--- config.mk ---
export PLATFORM = sky130hd
export DESIGN_NAME = uart_tx
export DESIGN_NICKNAME = d
export VERILOG_FILES = /design/src/rtl/uart_tx.sv
export SDC_FILE = /design/constraint.sdc
export NUM_CORES = 1
export LEC_CHECK = 0
export BUFFER_PORTS_ARGS = -buffer_cell sky130_fd_sc_hd__buf_2
export CORE_MARGIN = 2
export CORE_UTILIZATION = 52
export DETAILED_ROUTE_END_ITERATION = 7
export HOLD_SLACK_MARGIN = 0.15
export PLACE_DENSITY = 0.72
export SYNTH_ARGS = -nofsm -noshare
export SYNTH_HDL_FRONTEND = slang
export SYNTH_SLANG_ARGS = --single-unit
--- constraint.sdc ---
create_clock -name clk -period 4.49 [get_ports clk]
set_input_delay 1.1225 -clock clk [delete_from_list [all_inputs] [get_ports clk]]
set_output_delay 1.1225 -clock clk [all_outputs]
set_load 0.01 [all_outputs]
--- src/rtl/uart_tx.sv ---
// Byte-queued asynchronous serial transmitter: start bit, 8 data bits LSB first, STOP_BITS stop bits.
// Optional even-parity bit between data and stop when UART_TX_PARITY_EN is defined.
module uart_tx #(
  parameter int CLKS_PER_BIT = 1,
  parameter int FIFO_DEPTH   = 4,
  parameter int STOP_BITS    = 1
) (
  input  logic       clk,
  input  logic       rst,
  input  logic [7:0] din,
  input  logic       din_valid,
  output logic       din_ready,
  output logic       miso,
  output logic       busy,
  output logic       done
);

  localparam int AW = $clog2(FIFO_DEPTH);
  localparam int CW = (CLKS_PER_BIT > 1) ? $clog2(CLKS_PER_BIT) : 1;
  localparam logic [CW-1:0] BIT_RELOAD = CW'(CLKS_PER_BIT - 1);
  localparam logic STOP_LAST = 1'(STOP_BITS - 1);

  typedef enum logic [2:0] {
    S_IDLE,
    S_START,
    S_DATA,
`ifdef UART_TX_PARITY_EN
    S_PARITY,
`endif
    S_STOP
  } state_t;

  state_t        state;
  logic [CW-1:0] cnt;
  logic [2:0]    bit_idx;
  logic          stop_idx;
  logic [7:0]    shift;

  logic [7:0]    mem [FIFO_DEPTH];
  logic [AW:0]   wr_ptr;
  logic [AW:0]   rd_ptr;
  logic          empty;
  logic          full;
  logic          push;
  logic          pop;
  logic          stop_end;
  logic          bit_tick;
  logic [7:0]    fifo_head;

  // FIFO status comes from the pointers alone so din_ready never depends on din_valid
  assign empty     = (wr_ptr == rd_ptr);
  assign full      = (wr_ptr[AW] != rd_ptr[AW]) && (wr_ptr[AW-1:0] == rd_ptr[AW-1:0]);
  assign din_ready = !full;
  assign push      = din_valid && !full;
  assign fifo_head = mem[rd_ptr[AW-1:0]];

  assign stop_end  = (state == S_STOP) && (cnt == '0) && (stop_idx == STOP_LAST);
  assign pop       = !empty && ((state == S_IDLE) || stop_end);
  assign bit_tick  = ((state == S_START) || (state == S_DATA)) && (cnt == '0);
  assign busy      = (state != S_IDLE) || !empty;

  always_ff @(posedge clk) begin
    if (rst) begin
      wr_ptr <= '0;
      rd_ptr <= '0;
    end else begin
      if (push) wr_ptr <= wr_ptr + 1'b1;
      if (pop)  rd_ptr <= rd_ptr + 1'b1;
    end
  end

  always_ff @(posedge clk) begin
    if (push) mem[wr_ptr[AW-1:0]] <= din;
  end

  always_ff @(posedge clk) begin
    if (pop)           shift <= fifo_head;
    else if (bit_tick) shift <= {1'b0, shift[7:1]};
  end

`ifdef UART_TX_PARITY_EN
  logic par;

  always_ff @(posedge clk) begin
    if (pop) par <= ^fifo_head;
  end
`endif

  always_ff @(posedge clk) begin
    if (rst) begin
      state    <= S_IDLE;
      miso     <= 1'b1;
      done     <= 1'b0;
      cnt      <= '0;
      bit_idx  <= '0;
      stop_idx <= 1'b0;
    end else begin
      done <= 1'b0;
      case (state)
        S_IDLE: begin
          if (pop) begin
            miso  <= 1'b0;
            cnt   <= BIT_RELOAD;
            state <= S_START;
          end
        end
        S_START: begin
          if (cnt == '0) begin
            miso    <= shift[0];
            bit_idx <= '0;
            cnt     <= BIT_RELOAD;
            state   <= S_DATA;
          end else begin
            cnt <= cnt - 1'b1;
          end
        end
        S_DATA: begin
          if (cnt == '0) begin
            cnt <= BIT_RELOAD;
            if (bit_idx == 3'd7) begin
`ifdef UART_TX_PARITY_EN
              miso  <= par;
              state <= S_PARITY;
`else
              miso     <= 1'b1;
              stop_idx <= 1'b0;
              state    <= S_STOP;
`endif
            end else begin
              miso    <= shift[0];
              bit_idx <= bit_idx + 3'd1;
            end
          end else begin
            cnt <= cnt - 1'b1;
          end
        end
`ifdef UART_TX_PARITY_EN
        S_PARITY: begin
          if (cnt == '0) begin
            miso     <= 1'b1;
            cnt      <= BIT_RELOAD;
            stop_idx <= 1'b0;
            state    <= S_STOP;
          end else begin
            cnt <= cnt - 1'b1;
          end
        end
`endif
        S_STOP: begin
          if (cnt == '0) begin
            if (stop_idx == STOP_LAST) begin
              done <= 1'b1;
              // Back-to-back: next start bit follows the last stop clock directly
              if (pop) begin
                miso  <= 1'b0;
                cnt   <= BIT_RELOAD;
                state <= S_START;
              end else begin
                state <= S_IDLE;
              end
            end else begin
              stop_idx <= stop_idx + 1'b1;
              cnt      <= BIT_RELOAD;
            end
          end else begin
            cnt <= cnt - 1'b1;
          end
        end
        default: state <= S_IDLE;
      endcase
    end
  end

endmodule

==> results of run 1 <==
-- layout by cell type (no fill, tap or decap), drive strengths merged, types with 2 or more instances in the layout --
| cell type | n |
|---|---|
| and2 | 6 |
| nor2 | 8 |
| xor2 | 3 |
| nor3 | 2 |
| buf | 14 |
| nor2b | 5 |
| dfxtp | 15 |
| mux2 | 10 |
| a21oi | 6 |
| nand4 | 3 |
| clkbuf | 6 |
| nand2b | 3 |
| ha | 11 |
| inv | 7 |
| nand3 | 2 |
| edfxtp | 40 |
| bufinv | 2 |
| o21ai | 4 |
| xnor2 | 3 |
| a31oi | 3 |
| o21a | 3 |
| a211oi | 2 |
| nand2 | 5 |
| mux4 | 8 |
| o211ai | 3 |
-- final cells by class --
| cell class | instances | area [sq um] |
|---|---|---|
| Fill cell | 365 | 1940 |
| Sequential cell | 55 | 1500 |
| Multi-Input combinational cell | 101 | 950 |
| Clock buffer | 6 | 72.6 |
| Timing Repair Buffer | 14 | 70.1 |
| Tap cell | 54 | 67.6 |
| Clock inverter | 2 | 60.1 |
| Inverter | 7 | 26.3 |
-- through the flow --
| stage | setup slack, ns | hold WS, ns | util (%) |
|---|---|---|---|
| floorplan | 2.39 | 0.444 | - |
| global placement | 2.22 | 0.459 | 55.7 |
| global route | 1.72 | 0.512 | 58.6 |
| detailed placement | 2.21 | 0.479 | 55.7 |
| finish | 1.84 | 0.489 | 58.6 |
| CTS | 1.84 | 0.492 | 58.6 |
-- cells by family after synthesis --
| family | count (synthesis) | synth area share [%] |
|---|---|---|
| simple gates | 38 | 8.06 |
| compound gates | 28 | 8.26 |
| mux | 18 | 13.0 |
| fa+ha+maj | 11 | 5.48 |
| buf+inv | 14 | 2.49 |
| flops | 55 | 59.7 |
| xor+xnor | 6 | 2.99 |
-- flip-flops by register name, indices dropped and copies added (netlist names), named ones only --
register	flops
bit_idx	3
rd_ptr	3
miso	1
state	2
shift	8
done	1
mem	32
wr_ptr	3
-- critical path: stages, from the launching register on --
cell and delay [ns]:
dfxtp_1 0.39, xnor2_2 0.44, nand4_1 0.21, buf_2 0.18
-- report_power, final --
part / switching (mW) / total, mW / internal [mW]
registers: 0.0771 / 0.751 / 0.674
logic: 0.241 / 0.512 / 0.271
clock network: 0.151 / 0.373 / 0.223
-- routing by layer --
layer  vias to the layer above  part of all wire [%]  global-route usage, %
met5                         -                     0                      0
met4                         0                   1.6                   6.06
met3                         7                   2.8                   4.12
met2                        18                    47                   24.9
met1                       668                    48                   22.6
li1                        673                     -                      -
-- worst max path at each step --
stage	slack, ns	endpoint	startpoint
2_1_floorplan	2.39	busy	wr_ptr[1]
3_3_place_gp	2.22	busy	rd_ptr[2]
3_5_place_dp	2.21	busy	rd_ptr[2]
4_1_cts	1.84	busy	rd_ptr[2]
5_1_grt	1.72	busy	rd_ptr[2]
6_report	1.84	busy	rd_ptr[2]
==> out/metrics.yaml, run 1 <==
startpoint_type: "register"
setup_viol: 0
place_congestion: 0.803
cp_max_fo: 8
power.leakage_nw: 1.00
wirelength_um: 4000
ir_drop_mv: 0.216
syn_nets: 192
ys_types: 40
cts_tree: "built"
slew_headroom_pct: 62.5
die_h_um: 73.5
finalPower_mw: 1.64
min_path_cells: 1
async_flop_share_pct: 0
fp.coreArea_sq_um: 4690
finalHoldViolCount: 0
post_dp_cell_area_sq_um: 2620
synth.avg_cell_area_sq_um: 14.8
synth-seq-cells: 55
clk_pin_slew_ns: 0.09
timing.max_cap.violations: 0
cts_resized: 0
synth_ff_type: "edfxtp_1"
drtIter0Drc: 93
post_cts_buffers: 0
overflow: 0
grt_pass1_wl_um: 6490
drive_above_1_share_pct: 24.9
routedWlPerCell_um: 16.7
dp_cells: 231
cts_buffers: 5
htree_levels: 2
endpoint_kind: "output pin"
critical_path_class: "register to output pin"
die-area_sq_um: 5410
regToRegEndpoint: "shift[1]"
area_delta_synth_final_pct: 9.31
synthTopCellsByCount: "40 x edfxtp_1, 15 x dfxtp_1, 11 x ha_1"
root_buffer: "clkbuf_8"
outcome: "finished, final reports clean"
worstReg2RegStart: "state[0]"
cp.required_ns: 3.37
vias: 1366
synth_area_sq_um: 2510
yosysTopAreaCellShare_pct: 47.8
drt_pass1_iterations: 4
seq_area_frac_synth_pct: 59.7
regToRegSetupSlack_ns: 2.42
skew_ns: 0.00668
grt.total_usage_pct: 16.3
clock_latency_ns: 0.30
fin_nets: 206
yosysWarnings: 0
diodes: 0
io_buffers: 14
synthTopCellsByArea: "edfxtp_1 48%, dfxtp_1 12%, mux4_2 7.2%"
worstHoldStart: "bit_idx[0]"
grt_pass1_vias: 1334
drt.antenna.violating_nets: 0
synth_edf_count: 40
hp-class: "register to register"
start_util_pct: 53.6
drcViolationCount: 0
grt_max_degree: 18
yosys.area.top_type: "edfxtp_1"
synthCells: 170
timing.setup.tns_ns: 0
finalCritPeriodShare_pct: 59.1
final_cell_area_sq_um: 2750
ctsLongestPathBuffers: 2
synth.most_common_cell: "edfxtp_1"
rsz0062_at_grt: "no"
hpwl_um: 2810
r2r_cells: 4
final_cells: 239
drt-vias-per-instance: 5.72
hold_end: "bit_idx[0]"
min_period_ns: 2.65
drv_slew: 0
io_pins: 15
max_freq_mhz: 377
num_rows: 25
cts.sinks: 55
arrival_ns: 1.53
worst_pin_slew_ns: 0.561
holdBufCountCts: 0
die_x_um: 73.5
power_density_nw_per_um2: 596
antenna_found_initial: 0
(Power assumes the default switching activity.)
==> run 2, diff against run 1 <==
PLACE_DENSITY = 0.75   (was 0.72)
clock period = 2.41 ns   (was 4.49 ns; I/O delays follow)
==> run 2 against run 1 <==
  * Sequential power up 86%
  * Clock skew shrank 0.0043 ns
  * Sequential cell count stayed put
  * Total power is 74% higher
  * First-iteration DRC count is 2.2% lower
  * Register-to-register slack got worse by 2.0 ns
  * Setup slack lost 1.6 ns
  * Critical path depth unchanged
  * Design area is 1.6% lower
  * Largest cell class unchanged
  * Combinational power rose by 86%
  * Routed wire length fell by 0.40%
  * Clock-buffer cell count fell by 1
==> out/metrics.yaml, run 2 (synthesized netlist as in run 1, its figures left out) <==
ctsLongestPathBuffers: 2  # unchanged
rsz0062_at_grt: "no"  # unchanged
clk_pin_slew_ns: 0.09  # about the same
num-fill-cells: 356  # was 365
power_density_nw_per_um2: 1050  # was 596 nW/um^2
final_cell_mix: "40 x edfxtp_1, 15 x dfxtp_1, 14 x buf_2"  # unchanged
grt_max_degree: 18  # unchanged
finalHoldViolCount: 0  # unchanged
worst_pin_slew_ns: 0.582  # was 0.561 ns
path_delay_family: "XOR/XNOR gates"  # unchanged
vias: 1356  # was 1366
fin_nets: 206  # unchanged
min_period_ns: 2.14
cts_resized: 0  # unchanged
area_delta_synth_final_pct: 7.52  # was 9.31%
cp_max_fo: 7  # was 8
critical_path_class: "register to output pin"  # unchanged
setup_viol: 0  # unchanged
outcome: "finished, final reports clean"  # unchanged
routedWlPerCell_um: 16.7  # about the same
timing.setup.tns_ns: 0  # unchanged
finalCritPeriodShare_pct: 88.8
r2r_cells: 4  # unchanged
io_buffers: 14  # unchanged
grt_pass1_wl_um: 6790  # was 6490 um
die_h_um: 73.5  # unchanged
path_cells: "xnor2_2, nand4_1, buf_2"  # unchanged
arrival_ns: 1.54  # was 1.53 ns
post_cts_buffers: 0  # unchanged
hpwl_um: 2860  # was 2810 um
cts_buffers: 5  # unchanged
final_cells: 239  # unchanged
diodes: 0  # unchanged
grt_pass1_vias: 1423  # was 1334
antenna_found_initial: 0  # unchanged
largest_reg_flops: 32  # unchanged
power.leakage_nw: 0.982  # was 1.00 nW
slowest_stage: "xnor2_2"  # unchanged
endpoint_kind: "output pin"  # unchanged
drt_pass1_iterations: 4  # unchanged
slew_headroom_pct: 61.2  # was 62.5%
skew_ns: 0.00235  # was 0.00668 ns
max_freq_mhz: 467
final_util_pct: 57.6  # was 58.6%
htree_levels: 2  # unchanged
drcViolationCount: 0  # unchanged
grt.total_usage_pct: 16.9  # was 16.3%
drive_above_1_share_pct: 25.4  # was 24.9%
io_pins: 15  # unchanged
drt.antenna.violating_nets: 0  # unchanged
cpPeakStageDelay_ns: 0.44  # about the same
drt-vias-per-instance: 5.67  # was 5.72
cp.required_ns: 1.81  # was 3.37 ns
drtIter0Drc: 91  # was 93
critical_path_buf_inv_count: 1  # unchanged
root_buffer: "clkbuf_8"  # unchanged
mostFrequentLayoutCell: "edfxtp_1"  # unchanged
die_x_um: 73.5  # unchanged
clock_latency_ns: 0.30  # about the same
place_congestion: 0.761  # was 0.803
min_path_cells: 2  # was 1
timing.max_cap.violations: 0  # unchanged
cts_tree: "built"  # unchanged
finalPower_mw: 2.85  # was 1.64 mW
start_util_pct: 53.6  # unchanged
fp.coreArea_sq_um: 4690  # unchanged
num_rows: 25  # unchanged
drv_slew: 0  # unchanged
overflow: 0  # unchanged
die-area_sq_um: 5410  # unchanged
startpoint_type: "register"  # unchanged
hp-class: "register to register"  # unchanged
wirelength_um: 3980  # was 4000 um
cts.sinks: 55  # unchanged
holdBufCountCts: 0  # unchanged
crit_cells: 3  # unchanged
ir_drop_mv: 0.389  # was 0.216 mV
dp_cells: 231  # unchanged
==> run 2: through the flow <==
stage / area [sq um] / worst slack (ns) / hold WS, ns
2_1_floorplan: 2510 / 0.589 / 0.444
3_3_place_gp: 2620 / 0.504 / 0.458
3_5_place_dp: 2620 / 0.415 / 0.486
4_1_cts: 2700 / 0.248 / 0.497
5_1_grt: 2700 / 0.165 / 0.504
6_report: 2700 / 0.269 / 0.508
==> run 2: path summary, 6_finish.rpt <==
path / slack [ns] / end / startpoint
max reg2reg: 0.39 / shift[5] / state[0]
min reg2reg: 0.51 / miso / miso
min: 0.51 / miso / miso
max: 0.27 / busy / rd_ptr[0]
==> run 2: final cells by class <==
cell class / instances / area [sq um] / share of cell area [%]
timing repair buffer: 14 / 70.1 / 2.59
tap: 54 / 67.6 / 2.50
clock inverter: 3 / 18.8 / 0.694
inverter: 7 / 26.3 / 0.972
clock buffer: 5 / 68.8 / 2.55
multi-input combinational: 101 / 950 / 35.1
sequential: 55 / 1500 / 55.6
==> run 2: metal layers <==
| metal | part of all wire, % | up-vias | global-route usage (%) | wire [um] |
|---|---|---|---|---|
| met5 | 0 | - | 0 | 0 |
| met1 | 44 | 655 | 22.9 | 1760 |
| li1 | - | 669 | - | - |
| met4 | 0.85 | 0 | 4.24 | 34 |
| met3 | 4.2 | 5 | 4.12 | 168 |
| met2 | 51 | 27 | 27.6 | 2020 |
==> run 2: report_power, final <==
group          total, mW  internal, mW  switching (mW)
combinational      0.953         0.505           0.448
clock              0.492         0.205           0.287
sequential          1.40          1.25           0.146
==> run 2: worst register-to-register path, delay by kind of cell (launching register included) <==
family,cells,cell delay [ns]
adder cells (fa/ha/maj),1,0.44
multiplexers,1,0.35
AO/OA/AOI/OAI,1,0.48
buffers and inverters,1,0.09
flip-flops,1,0.42
